[src/rtl/wb_pkg.sv]
// Shared definitions for the Wishbone command master: FSM encoding,
// response status codes and default bus widths.
package wb_pkg;

    typedef enum logic [1:0] {
        ST_IDLE = 2'd0,
        ST_REQ  = 2'd1,
        ST_WAIT = 2'd2,
        ST_RESP = 2'd3
    } state_e;

    localparam logic [1:0] RSP_OK      = 2'b00;
    localparam logic [1:0] RSP_BUSERR  = 2'b01;
    localparam logic [1:0] RSP_TIMEOUT = 2'b10;

    localparam int WB_ADDR_W = 2;
    localparam int WB_DATA_W = 32;

endpackage

[src/rtl/wb_cmd_master.sv]
// Single-outstanding Wishbone B4 pipelined master: one command in, one bus
// cycle out (stall-aware, timeout-bounded), one response back.
module wb_cmd_master
    import wb_pkg::*;
#(
    parameter int ADDR_W         = WB_ADDR_W,
    parameter int DATA_W         = WB_DATA_W,
    parameter int TIMEOUT_CYCLES = 255,
    parameter int TMO_W          = 8
) (
    input  logic              i_clk,
    input  logic              i_reset_n,
    input  logic              i_cmd_valid,
    output logic              o_cmd_ready,
    input  logic              i_cmd_we,
    input  logic [ADDR_W-1:0] i_cmd_addr,
    input  logic [DATA_W-1:0] i_cmd_data,
    output logic              o_rsp_valid,
    input  logic              i_rsp_ready,
    output logic [DATA_W-1:0] o_rsp_data,
    output logic [1:0]        o_rsp_status,
    output logic              o_busy,
    output logic              o_wb_cyc,
    output logic              o_wb_stb,
    output logic              o_wb_we,
    output logic [ADDR_W-1:0] o_wb_addr,
    output logic [DATA_W-1:0] o_wb_odata,
    input  logic              i_wb_ack,
    input  logic              i_wb_stall,
    input  logic              i_wb_err,
    input  logic [DATA_W-1:0] i_wb_idata
);

    localparam logic [TMO_W-1:0] TMO_LAST = TMO_W'(TIMEOUT_CYCLES - 1);

    state_e            state_q, state_d;
    logic              cyc_q, cyc_d;
    logic              stb_q, stb_d;
    logic              we_q, we_d;
    logic [ADDR_W-1:0] addr_q, addr_d;
    logic [DATA_W-1:0] odata_q, odata_d;
    logic              rsp_valid_q, rsp_valid_d;
    logic [DATA_W-1:0] rsp_data_q, rsp_data_d;
    logic [1:0]        rsp_status_q, rsp_status_d;
    logic [TMO_W-1:0]  tmo_q, tmo_d;

    logic              accepted;
    logic              finish;
    logic [1:0]        fin_status;
    logic [DATA_W-1:0] fin_data;

    always_comb begin
        state_d      = state_q;
        cyc_d        = cyc_q;
        stb_d        = stb_q;
        we_d         = we_q;
        addr_d       = addr_q;
        odata_d      = odata_q;
        rsp_valid_d  = rsp_valid_q;
        rsp_data_d   = rsp_data_q;
        rsp_status_d = rsp_status_q;
        tmo_d        = tmo_q;
        accepted     = 1'b0;
        finish       = 1'b0;
        fin_status   = RSP_OK;
        fin_data     = '0;

        case (state_q)
            ST_IDLE: begin
                if (i_cmd_valid) begin
                    we_d    = i_cmd_we;
                    addr_d  = i_cmd_addr;
                    odata_d = i_cmd_data;
                    cyc_d   = 1'b1;
                    stb_d   = 1'b1;
                    tmo_d   = '0;
                    state_d = ST_REQ;
                end
            end
            ST_REQ, ST_WAIT: begin
                // In WAIT the strobe has already been taken, so ack/err count at once.
                accepted = (state_q == ST_WAIT) || !i_wb_stall;
                tmo_d    = tmo_q + 1'b1;
                if (accepted && i_wb_err) begin
                    finish     = 1'b1;
                    fin_status = RSP_BUSERR;
                end else if (accepted && i_wb_ack) begin
                    finish     = 1'b1;
                    fin_status = RSP_OK;
                    fin_data   = we_q ? '0 : i_wb_idata;
                end else if (tmo_q == TMO_LAST) begin
                    finish     = 1'b1;
                    fin_status = RSP_TIMEOUT;
                end else if (state_q == ST_REQ && accepted) begin
                    stb_d   = 1'b0;
                    state_d = ST_WAIT;
                end
            end
            ST_RESP: begin
                if (i_rsp_ready) begin
                    rsp_valid_d  = 1'b0;
                    rsp_data_d   = '0;
                    rsp_status_d = RSP_OK;
                    state_d      = ST_IDLE;
                end
            end
            default: state_d = ST_IDLE;
        endcase

        if (finish) begin
            cyc_d        = 1'b0;
            stb_d        = 1'b0;
            rsp_valid_d  = 1'b1;
            rsp_data_d   = fin_data;
            rsp_status_d = fin_status;
            state_d      = ST_RESP;
        end
    end

    always_ff @(posedge i_clk or negedge i_reset_n) begin
        if (!i_reset_n) begin
            state_q      <= ST_IDLE;
            cyc_q        <= 1'b0;
            stb_q        <= 1'b0;
            we_q         <= 1'b0;
            addr_q       <= '0;
            odata_q      <= '0;
            rsp_valid_q  <= 1'b0;
            rsp_data_q   <= '0;
            rsp_status_q <= RSP_OK;
            tmo_q        <= '0;
        end else begin
            state_q      <= state_d;
            cyc_q        <= cyc_d;
            stb_q        <= stb_d;
            we_q         <= we_d;
            addr_q       <= addr_d;
            odata_q      <= odata_d;
            rsp_valid_q  <= rsp_valid_d;
            rsp_data_q   <= rsp_data_d;
            rsp_status_q <= rsp_status_d;
            tmo_q        <= tmo_d;
        end
    end

    assign o_cmd_ready  = (state_q == ST_IDLE);
    assign o_busy       = (state_q != ST_IDLE);
    assign o_rsp_valid  = rsp_valid_q;
    assign o_rsp_data   = rsp_data_q;
    assign o_rsp_status = rsp_status_q;
    assign o_wb_cyc     = cyc_q;
    assign o_wb_stb     = stb_q;
    assign o_wb_we      = we_q;
    assign o_wb_addr    = addr_q;
    assign o_wb_odata   = odata_q;

endmodule

[config.mk]
export PLATFORM = sky130hd
export DESIGN_NAME = wb_cmd_master
export DESIGN_NICKNAME = d
export VERILOG_FILES = /design/src/rtl/wb_pkg.sv /design/src/rtl/wb_cmd_master.sv
export SDC_FILE = /design/constraint.sdc
export NUM_CORES = 1
export LEC_CHECK = 0
export CAP_MARGIN = 15
export CORE_AREA = 2 2 101 103
export DETAILED_ROUTE_END_ITERATION = 10
export DIE_AREA = 0 0 103 105
export HOLD_SLACK_MARGIN = 0.03
export PLACE_DENSITY = 0.68
export SYNTH_ARGS = -nofsm -noshare
export SYNTH_HDL_FRONTEND = slang
export SYNTH_SLANG_ARGS = --single-unit
[constraint.sdc]
create_clock -name i_clk -period 2.4 [get_ports i_clk]
set_input_delay 0.48 -clock i_clk [delete_from_list [all_inputs] [get_ports i_clk]]
set_output_delay 0.48 -clock i_clk [all_outputs]
set_load 0.02 [all_outputs]
**Word level (Yosys, flattened, before mapping)**

Cells that the tools add are included.

- Register bits after elaboration: 82

- $add $sub $neg: 1
- Equality and inequality tests: 11
- Muxes and demuxes: 39
- Reductions and logical operators: 20

Operators with widths:

| operator | number |
|---|---|
| 32-bit two-way mux | 7 |
| 2-bit two-way mux | 13 |
| 8-bit case mux with 2 select lines | 1 |
| 1-bit two-way mux | 15 |
| 3-bit inequality test, second input constant | 5 |
| 6-bit AND reduction | 2 |
| 2-bit nonzero test | 6 |
| 8-bit by 1-bit adder with 8-bit output, second input constant | 1 |
| 8-bit equality test, second input constant | 1 |
| 8-bit two-way mux | 1 |
| 2-bit AND reduction | 4 |
| 2-bit case mux with 3 select lines | 1 |
| 2-bit equality test, second input constant | 2 |
| 1-bit logical AND | 3 |
| 3-bit by 2-bit inequality test with 1-bit output, second input constant | 1 |
| 3-bit nonzero test | 1 |
| 2-bit by 1-bit equality test with 1-bit output, second input constant | 1 |
| 2-bit logical NOT | 1 |
| 2-bit inequality test, second input constant | 1 |
| 1-bit case mux with 2 select lines | 1 |
| 2-bit OR reduction | 1 |
| 1-bit logical NOT | 1 |
| 1-bit logical OR | 1 |

**Longest topological paths before layout**

Gate-level depths: netlist of the first run.

- Word-level depth: 9
- Mapped depth: 8

**Least setup slack after synthesis of the first run**

Ideal clock, no wire load.

- Path type: reg2reg
- Start point: reg state_q[0]
- End point: reg odata_q[3], in the netlist o_wb_odata[3]
- Library setup time: 0.125 ns
- Arrival: 1.858 ns
- Data required time: 2.275 ns
- Setup slack: 0.418 ns
- Cell stages (with the launch flop): 7
- Path buffers: 1
- Clock period less this slack: 1.982 ns
- Cells stage by stage: dfrtp_1 inv_1 ha_1 inv_1 nor2_4 buf_4 mux2_2

- Word-level cells in the longest chain between the ends: 2

RTL lines:

| item | line | source |
|---|---|---|
| start, declared | wb_cmd_master.sv:36 | `state_e state_q, state_d;` |
| start signal, assigned | wb_cmd_master.sv:133 | `state_q <= state_d;` |
| 2-bit logical NOT | -- |  |
| named net o_cmd_ready | wb_cmd_master.sv:14 | `output logic o_cmd_ready,` |
| 2-bit AND reduction (no source line) | -- |  |
| end signal, assigned | wb_cmd_master.sv:138 | `odata_q <= odata_d;` |
| end, declared | wb_cmd_master.sv:41 | `logic [DATA_W-1:0] odata_q, odata_d;` |

The timed path passes the listed nets, and every way through them passes these cells.
A chain may end at the register's enable or synchronous reset.

**Final worst setup path of the first run**

- Start point: reg state_q[0]
- End point: out o_cmd_ready

- Word-level cells in the longest chain between the ends: 1

RTL lines:

| item | line | source |
|---|---|---|
| 2-bit logical NOT | wb_cmd_master.sv:146 | `assign o_cmd_ready = (state_q == ST_IDLE);` |
| end, declared | wb_cmd_master.sv:14 |  |

Every way passes these cells.

==> impl_metrics.prom, run 1 <==
# TYPE chip_impl_metric gauge
chip_impl_metric{name="synth_area_per_cell",unit="um2"} 14.2
chip_impl_metric{name="tightest_slew",unit="ns"} 0.562
chip_impl_metric{name="final_period_minus_worst_setup_slack",unit="ns"} 2.27
chip_impl_info{name="dominant_combinational_cell_family_by_area_after_synthesis",value="compound AO/OA/AOI/OAI gates"} 1
chip_impl_metric{name="clk_pin_slew_worst_paths",unit="ns"} 0.09
chip_impl_metric{name="critPathArrivalTime",unit="ns"} 1.79
chip_impl_info{name="grt_setup_unrepaired",value="false"} 1
chip_impl_metric{name="synthXorXnorAreaFrac",unit="%"} 1.57
chip_impl_metric{name="layout_worst_path_cycle_share",unit="%"} 94.5
chip_impl_metric{name="crit_path_buf_inv_count",unit=""} 2
chip_impl_metric{name="total_leakage_power",unit="nW"} 2.19
chip_impl_metric{name="rrSetupSlack",unit="ns"} 0.28
chip_impl_metric{name="floorplan.io_pins",unit=""} 148
chip_impl_metric{name="dpl_hpwl",unit="um"} 6020
chip_impl_metric{name="cts_max_path_buffers",unit=""} 2
chip_impl_metric{name="slew-limit-headroom",unit="%"} 62.4
chip_impl_metric{name="setup_slack",unit="ns"} 0.133
chip_impl_info{name="cts_tree",value="yes"} 1
chip_impl_metric{name="critical_path_peak_fanout",unit=""} 7
chip_impl_metric{name="post_synth_fa_ha_maj_area_fraction",unit="%"} 2.24
chip_impl_metric{name="skew",unit="ns"} 0.0120
chip_impl_info{name="min_path_type",value="in -> async"} 1
chip_impl_metric{name="irDropWorstVdd",unit="mV"} 0.568
chip_impl_info{name="synthDominantAreaCellType",value="dfrtp_1"} 1
chip_impl_metric{name="drive_gt1_share",unit="%"} 15.9
chip_impl_metric{name="grt_use_total",unit="%"} 16.2
chip_impl_metric{name="synth_simple_gate_area_share",unit="%"} 6.17
chip_impl_metric{name="cts_hold_buf",unit=""} 0
chip_impl_metric{name="cts_setup_buffers",unit=""} 0
chip_impl_info{name="setup.worst_path.start_class",value="flip-flop"} 1
chip_impl_metric{name="postSynthCellCount",unit=""} 236
chip_impl_metric{name="chipHeight",unit="um"} 105
chip_impl_info{name="end_kind",value="output port"} 1
chip_impl_metric{name="report.final.hold_viol_count",unit=""} 0
chip_impl_metric{name="cts_made_buffers",unit=""} 9
chip_impl_metric{name="ys_seq_area_share",unit="%"} 61.3
chip_impl_metric{name="timing.reg2reg.worst_path_depth",unit=""} 6
chip_impl_metric{name="pin_count_of_the_biggest_net_entering_global_routing",unit=""} 48
chip_impl_metric{name="drt_pass1_iterations",unit=""} 4
chip_impl_info{name="critical_path.cell_chain",value="inv_1 > ha_2 > clkdlybuf4s50_1"} 1
chip_impl_metric{name="cts_num_sinks",unit=""} 82
chip_impl_metric{name="clock.fmax",unit="MHz"} 441
chip_impl_metric{name="fp-row-count",unit=""} 36
chip_impl_metric{name="cts-htree-levels",unit=""} 3
chip_impl_metric{name="syn-cell-area",unit="um2"} 3350
chip_impl_metric{name="synth.mux.area_fraction",unit="%"} 12.1
chip_impl_metric{name="slew_violations",unit=""} 0
chip_impl_info{name="cp_top_family",value="buffers and inverters"} 1
chip_impl_metric{name="grt_pass1_vias",unit=""} 2667
chip_impl_metric{name="grt_first_pass_wirelength",unit="um"} 13700
chip_impl_metric{name="final_antenna_net_count",unit=""} 0
chip_impl_info{name="path_class",value="reg -> out"} 1
chip_impl_metric{name="layout.cells.non_filler",unit=""} 530
chip_impl_metric{name="antenna-diode-count",unit=""} 0
chip_impl_metric{name="max-cap-violations",unit=""} 0
chip_impl_metric{name="buffer_ports.inserted",unit=""} 147
chip_impl_metric{name="ys_seq_elements",unit=""} 82
chip_impl_metric{name="globalplace.congestion",unit=""} 0.862
chip_impl_metric{name="required",unit="ns"} 1.92
chip_impl_metric{name="drc_errors",unit=""} 0
chip_impl_metric{name="cp_slowest_stage_delay",unit="ns"} 0.63
chip_impl_metric{name="detail_route.wirelength",unit="um"} 8520
chip_impl_metric{name="worst-path-stages",unit=""} 3
chip_impl_metric{name="synthDistinctLibCells",unit=""} 40
chip_impl_metric{name="grt_antenna_before_repair",unit=""} 0
chip_impl_metric{name="initial_utilization",unit="%"} 34.7
chip_impl_metric{name="area_growth_from_synthesis_to_layout",unit="%"} 54.6
chip_impl_metric{name="synth_compound_gate_area_share",unit="%"} 13.2
chip_impl_metric{name="clock_insertion_delay_worst_skew",unit="ns"} 0.35
chip_impl_metric{name="floorplan.die_area",unit="um2"} 10800
chip_impl_metric{name="die_w",unit="um"} 103
chip_impl_metric{name="viasPerCell",unit=""} 4.83
chip_impl_metric{name="share_of_the_core_filled_with_cells",unit="%"} 53.7
chip_impl_metric{name="power.total",unit="W"} 0.00676
chip_impl_metric{name="powerDensity",unit="nW/um2"} 1310
chip_impl_info{name="run_status",value="finished clean"} 1
chip_impl_metric{name="ys.warnings.count",unit=""} 0
chip_impl_info{name="synth_area_leaders",value="dfrtp_1 (61%), mux2_2 (10%), a22o_1 (8.6%)"} 1
chip_impl_metric{name="post_dr_wirelength_cell",unit="um"} 16.1
chip_impl_metric{name="syn_nets",unit=""} 316
chip_impl_metric{name="remaining_global_route_overflow",unit=""} 0
chip_impl_metric{name="synth_top_cell_area_share",unit="%"} 61.3
chip_impl_metric{name="fin_nets",unit=""} 472
chip_impl_info{name="clock_tree.root_cell",value="clkbuf_8"} 1
chip_impl_metric{name="dp_cells",unit=""} 513
chip_impl_metric{name="via_count",unit=""} 2559
chip_impl_metric{name="layout.filler_cells",unit=""} 874
chip_impl_info{name="critical-path-slowest-cell",value="clkdlybuf4s50_1"} 1
chip_impl_metric{name="multi_input_comb_area",unit="um2"} 1200
chip_impl_metric{name="drt_first_iter_violations",unit=""} 65
chip_impl_metric{name="core_area",unit="um2"} 9640
chip_impl_metric{name="area.sequential",unit="um2"} 2050
chip_impl_metric{name="place_ws",unit="ns"} 0.00318
chip_impl_metric{name="report.final.setup_viol",unit=""} 0
chip_impl_metric{name="finalSetupTns",unit="ns"} 0
cell type report:
type / count / area share (%)
sequential: 82 / 39.6
timing repair buffer: 154 / 29.8
multi-input combinational: 137 / 23.2
tap: 133 / 3.21
clock buffer: 10 / 2.46
clock inverter: 6 / 0.942
inverter: 8 / 0.677
worst reg2reg max path: stages, from the launching register on:
cell	delay, ns
dfrtp_1	0.42
inv_1	0.09
ha_2	0.41
inv_6	0.07
o32ai_4	0.51
a21oi_4	0.21
a22o_1	0.29
cell families (layout without fill, tap and decap cells):
logic type	Yosys count	after routing
fa+ha+maj	6	6
xor+xnor	6	6
simple gates	39	39
mux	36	36
buf+inv	18	178
flops	82	82
compound gates	49	50
Yosys cell counts, drive strengths merged:
| library cell | count |
|---|---|
| nor2 | 15 |
| xnor2 | 5 |
| a221oi | 1 |
| o31ai | 1 |
| o21ai | 1 |
| nand2 | 8 |
| o211ai | 1 |
| mux2 | 35 |
| nor4b | 1 |
| o22a | 2 |
| nor3 | 5 |
| a22o | 33 |
| buf | 10 |
| ha | 6 |
| dfrtp | 82 |
| a21o | 1 |
| o32ai | 1 |
| o22ai | 1 |
| nand3 | 2 |
| a211o | 1 |
| mux2i | 1 |
| xor2 | 1 |
| nand4 | 2 |
| inv | 8 |
| nand4b | 1 |
| nor4 | 2 |
| a32o | 1 |
| nor2b | 1 |
| and2b | 1 |
| a2bb2oi | 1 |
| a311o | 1 |
| nand2b | 1 |
| a21oi | 3 |
per-layer routing:
metal  vias up  global-route usage (%)  wire [um]
met5         -                       0          0
met4         0                    4.89         92
met3        11                    4.62        560
met2       104                    26.0       4260
met1      1264                    21.2       3610
li1       1180                       -          -
repair_timing:
| item | in CTS | in global routing |
|---|---|---|
| resized for setup | 1 | 2 |
| setup endpoints to repair | 2 | 18 |
| gates cloned | 1 | 0 |
worst paths after layout:
check                                    from        endpoint
worst max-delay path               state_q[0]     o_cmd_ready
worst min-delay path                i_reset_n        tmo_q[1]
worst max register to register     state_q[0]  o_rsp_data[24]
worst min register to register  o_wb_odata[9]   o_wb_odata[9]
max in group asynchronous           i_reset_n   o_rsp_data[0]
min in group i_clk              o_wb_odata[9]   o_wb_odata[9]
registers in the layout (all words and copies together) (netlist names), 2 cells and up:
name          count
tmo_q             8
o_wb_odata       32
o_wb_addr         2
state_q           2
o_rsp_status      2
o_rsp_data       32
stage by stage:
stage	hold slack, ns	cell area [um2]
2_1_floorplan	0.184	3350
3_3_place_gp	0.468	4980
3_5_place_dp	0.474	4980
4_1_cts	0.0842	5170
5_1_grt	0.103	5180
6_report	0.0834	5180
power by group:
part	switching (W)	internal, W	total (W)
Sequential	0.000346	0.00197	0.00231
Combinational	0.00176	0.00177	0.00353
Clock	0.000526	0.000389	0.000915
cells in the final DEF (no fill, tap or decap), types with 2 or more instances in the layout:
master,count
a21oi_1,2
a21oi_4,2
a22o_1,33
buf_12,2
buf_4,6
clkbuf_8,9
clkdlybuf4s50_1,145
clkinvlp_4,2
dfrtp_1,82
ha_1,5
inv_1,7
inv_6,3
mux2_1,5
mux2_2,30
nand2_1,8
nand3_1,2
nor2_1,14
nor3_1,4
nor4_1,2
o22a_1,2
xnor2_1,5
Power figures use the tool's default switching activity.
==> run 2, diff against run 1 <==
--- a/config.mk
+++ b/config.mk
@@ -10,7 +10,7 @@
 export DETAILED_ROUTE_END_ITERATION = 10
 export DIE_AREA = 0 0 103 105
 export HOLD_SLACK_MARGIN = 0.03
-export PLACE_DENSITY = 0.68
+export PLACE_DENSITY = 0.73
 export SYNTH_ARGS = -nofsm -noshare
 export SYNTH_HDL_FRONTEND = slang
 export SYNTH_SLANG_ARGS = --single-unit
==> impl_metrics.prom, run 2 (synthesis gave the netlist of run 1 again) <==
# TYPE chip_impl_metric gauge
chip_impl_info{name="end_kind",value="output port"} 1
chip_impl_metric{name="grt_first_pass_wirelength",unit="um"} 13300
chip_impl_metric{name="fin_nets",unit=""} 471
chip_impl_metric{name="cts_max_path_buffers",unit=""} 2
chip_impl_metric{name="floorplan.io_pins",unit=""} 148
chip_impl_metric{name="globalplace.congestion",unit=""} 0.780
chip_impl_info{name="mostFrequentLayoutCells",value="clkdlybuf4s50_1 (144), dfrtp_1 (82), a22o_1 (33), mux2_2 (30), nor2_1 (14)"} 1
chip_impl_info{name="most_frequent_standard_cell_in_the_layout_excluding_fill_and_tap_cells",value="clkdlybuf4s50_1"} 1
chip_impl_metric{name="required",unit="ns"} 1.92
chip_impl_metric{name="core_area",unit="um2"} 9640
chip_impl_info{name="clock_tree.root_cell",value="clkbuf_8"} 1
chip_impl_metric{name="dpl_hpwl",unit="um"} 6350
chip_impl_metric{name="cts_num_sinks",unit=""} 82
chip_impl_metric{name="fin_hold_ws",unit="ns"} 0.0827
chip_impl_metric{name="report.final.hold_viol_count",unit=""} 0
chip_impl_metric{name="drc_errors",unit=""} 0
chip_impl_metric{name="rrSetupSlack",unit="ns"} 0.29
chip_impl_metric{name="drt_pass1_iterations",unit=""} 4
chip_impl_metric{name="grt_use_total",unit="%"} 16.0
chip_impl_metric{name="post_dr_wirelength_cell",unit="um"} 16.5
chip_impl_metric{name="viasPerCell",unit=""} 4.82
chip_impl_info{name="critical-path-slowest-cell",value="dfrtp_1"} 1
chip_impl_metric{name="final_antenna_net_count",unit=""} 0
chip_impl_info{name="grt_setup_unrepaired",value="false"} 1
chip_impl_info{name="critical_path.cell_chain",value="inv_1 > ha_1 > inv_1 > dlygate4sd2_1"} 1
chip_impl_metric{name="initial_utilization",unit="%"} 34.7
chip_impl_metric{name="critPathArrivalTime",unit="ns"} 1.77
chip_impl_metric{name="clock.fmax",unit="MHz"} 444
chip_impl_info{name="min_path_type",value="in -> async"} 1
chip_impl_metric{name="die_w",unit="um"} 103
chip_impl_metric{name="antenna-diode-count",unit=""} 0
chip_impl_metric{name="powerDensity",unit="nW/um2"} 1320
chip_impl_metric{name="tightest_slew",unit="ns"} 0.496
chip_impl_info{name="cts_tree",value="yes"} 1
chip_impl_metric{name="cts_setup_buffers",unit=""} 0
chip_impl_metric{name="via_count",unit=""} 2549
chip_impl_metric{name="floorplan.die_area",unit="um2"} 10800
chip_impl_metric{name="skew",unit="ns"} 0.0105
chip_impl_metric{name="total_leakage_power",unit="nW"} 2.22
chip_impl_metric{name="grt_antenna_before_repair",unit=""} 0
chip_impl_metric{name="critical_path_peak_fanout",unit=""} 7
chip_impl_metric{name="finalSetupTns",unit="ns"} 0
chip_impl_metric{name="chipHeight",unit="um"} 105
chip_impl_info{name="setup.worst_path.start_class",value="flip-flop"} 1
chip_impl_metric{name="grt_pass1_vias",unit=""} 2580
chip_impl_metric{name="report.final.setup_viol",unit=""} 0
chip_impl_metric{name="slew_violations",unit=""} 0
chip_impl_metric{name="crit_path_buf_inv_count",unit=""} 3
chip_impl_metric{name="detail_route.wirelength",unit="um"} 8730
chip_impl_metric{name="cp_slowest_stage_delay",unit="ns"} 0.42
chip_impl_metric{name="remaining_global_route_overflow",unit=""} 0
chip_impl_metric{name="place_area",unit="um2"} 4980
chip_impl_metric{name="cts-htree-levels",unit=""} 3
chip_impl_info{name="cp_top_family",value="buffers and inverters"} 1
chip_impl_metric{name="irDropWorstVdd",unit="mV"} 0.588
chip_impl_metric{name="fp-row-count",unit=""} 36
chip_impl_info{name="cp_common_cell",value="inv_1"} 1
chip_impl_metric{name="layout_worst_path_cycle_share",unit="%"} 93.7
chip_impl_metric{name="cts_hold_buf",unit=""} 0
chip_impl_metric{name="cts_made_buffers",unit=""} 9
chip_impl_metric{name="clock_insertion_delay_worst_skew",unit="ns"} 0.36
chip_impl_metric{name="final_area",unit="um2"} 5210
chip_impl_metric{name="clk_pin_slew_worst_paths",unit="ns"} 0.09
chip_impl_metric{name="drive_gt1_share",unit="%"} 15.7
chip_impl_metric{name="final_period_minus_worst_setup_slack",unit="ns"} 2.25
chip_impl_metric{name="area_growth_from_synthesis_to_layout",unit="%"} 55.5
chip_impl_metric{name="max-cap-violations",unit=""} 0
chip_impl_info{name="path_class",value="reg -> out"} 1
chip_impl_metric{name="drt_first_iter_violations",unit=""} 66
chip_impl_metric{name="buffer_ports.inserted",unit=""} 147
chip_impl_info{name="run_status",value="finished clean"} 1
chip_impl_metric{name="pin_count_of_the_biggest_net_entering_global_routing",unit=""} 47
chip_impl_metric{name="slew-limit-headroom",unit="%"} 66.0
## run 2: cell count changes in the layout (fill, tap and decap cells not counted)
cell,delta
inv_8,-1
bufinv_16,+1
clkdlybuf4s50_1,-1
dlymetal6s2s_1,+1
clkbuf_8,+2
ha_2,-1
clkinv_4,+2
buf_4,-1
clkinv_2,-1
clkbuf_1,-1
inv_6,-2
ha_1,+1
## run 2: timing repair
item                                    in CTS  in global routing
resized for setup                            1                  2
endpoints found under the setup margin       1                 35
gates cloned                                 0                  1
## run 2: metrics by stage
| stage | power (W) | setup WS [ns] | utilization [%] | instances |
|---|---|---|---|---|
| detailed placement | 0.00585 | 0.0432 | 51.6 | 512 |
| finish | 0.00690 | 0.150 | 54.0 | 529 |
| global placement | 0.00577 | 0.0974 | 51.6 | 512 |
| floorplan | 0.00432 | 0.418 | - | 236 |
| CTS | 0.00691 | 0.0357 | 53.8 | 528 |
| global route | 0.00727 | 0.0562 | 54.0 | 529 |
## run 2: path summary, 6_finish.rpt
kind | start | end | cells after the start
worst max-delay path | state_q[0] | o_busy | 4
worst min-delay path | i_reset_n | o_wb_odata[15] | 1
worst max register to register | state_q[1] | o_rsp_data[0] | 6
worst min register to register | o_wb_odata[11] | o_wb_odata[11] | 1
max in group asynchronous | i_reset_n | o_rsp_status[0] | 2
min in group i_clk | o_wb_odata[11] | o_wb_odata[11] | 1
## run 2: power breakdown
| part | internal [W] | total [W] | switching [W] |
|---|---|---|---|
| clock network | 0.000541 | 0.00105 | 0.000512 |
| logic | 0.00176 | 0.00351 | 0.00176 |
| registers | 0.00197 | 0.00233 | 0.000361 |
| total | 0.00427 | 0.00690 | 0.00263 |
## run 2: area by class of cell
class                   instances  area [um2]
inverters                       8        35.0
flip-flops and latches         82        2050
clock buffers                  11         151
repair buffers                153        1540
fillers                       852        4430
well taps                     133         166
multi-input cells             137        1200
clock inverters                 5        62.6
## run 2: layer usage
| layer | track usage (%) | vias to the layer above | share of wire (%) |
|---|---|---|---|
| met1 | 19.1 | 1273 | 41 |
| met5 | 0 | - | 0 |
| met2 | 26.4 | 85 | 50 |
| li1 | - | 1170 | - |
| met3 | 3.28 | 21 | 5.8 |
| met4 | 9.02 | 0 | 3.2 |
## run 2: worst reg2reg max path: cells and delay by family, from the launching register on
| kind | cells | cell delay, ns |
|---|---|---|
| flip-flops | 1 | 0.41 |
| adder cells (fa/ha/maj) | 1 | 0.45 |
| buffers and inverters | 2 | 0.16 |
| AO/OA/AOI/OAI | 3 | 0.97 |
==> run 3, diff against run 2 <==
--- a/config.mk
+++ b/config.mk
@@ -9,7 +9,6 @@
 export CORE_AREA = 2 2 101 103
 export DETAILED_ROUTE_END_ITERATION = 10
 export DIE_AREA = 0 0 103 105
-export HOLD_SLACK_MARGIN = 0.03
 export PLACE_DENSITY = 0.73
 export SYNTH_ARGS = -nofsm -noshare
 export SYNTH_HDL_FRONTEND = slang
==> results of run 3 <==
Same layout as run 2: the final DEF is identical, and so are final timing and power.
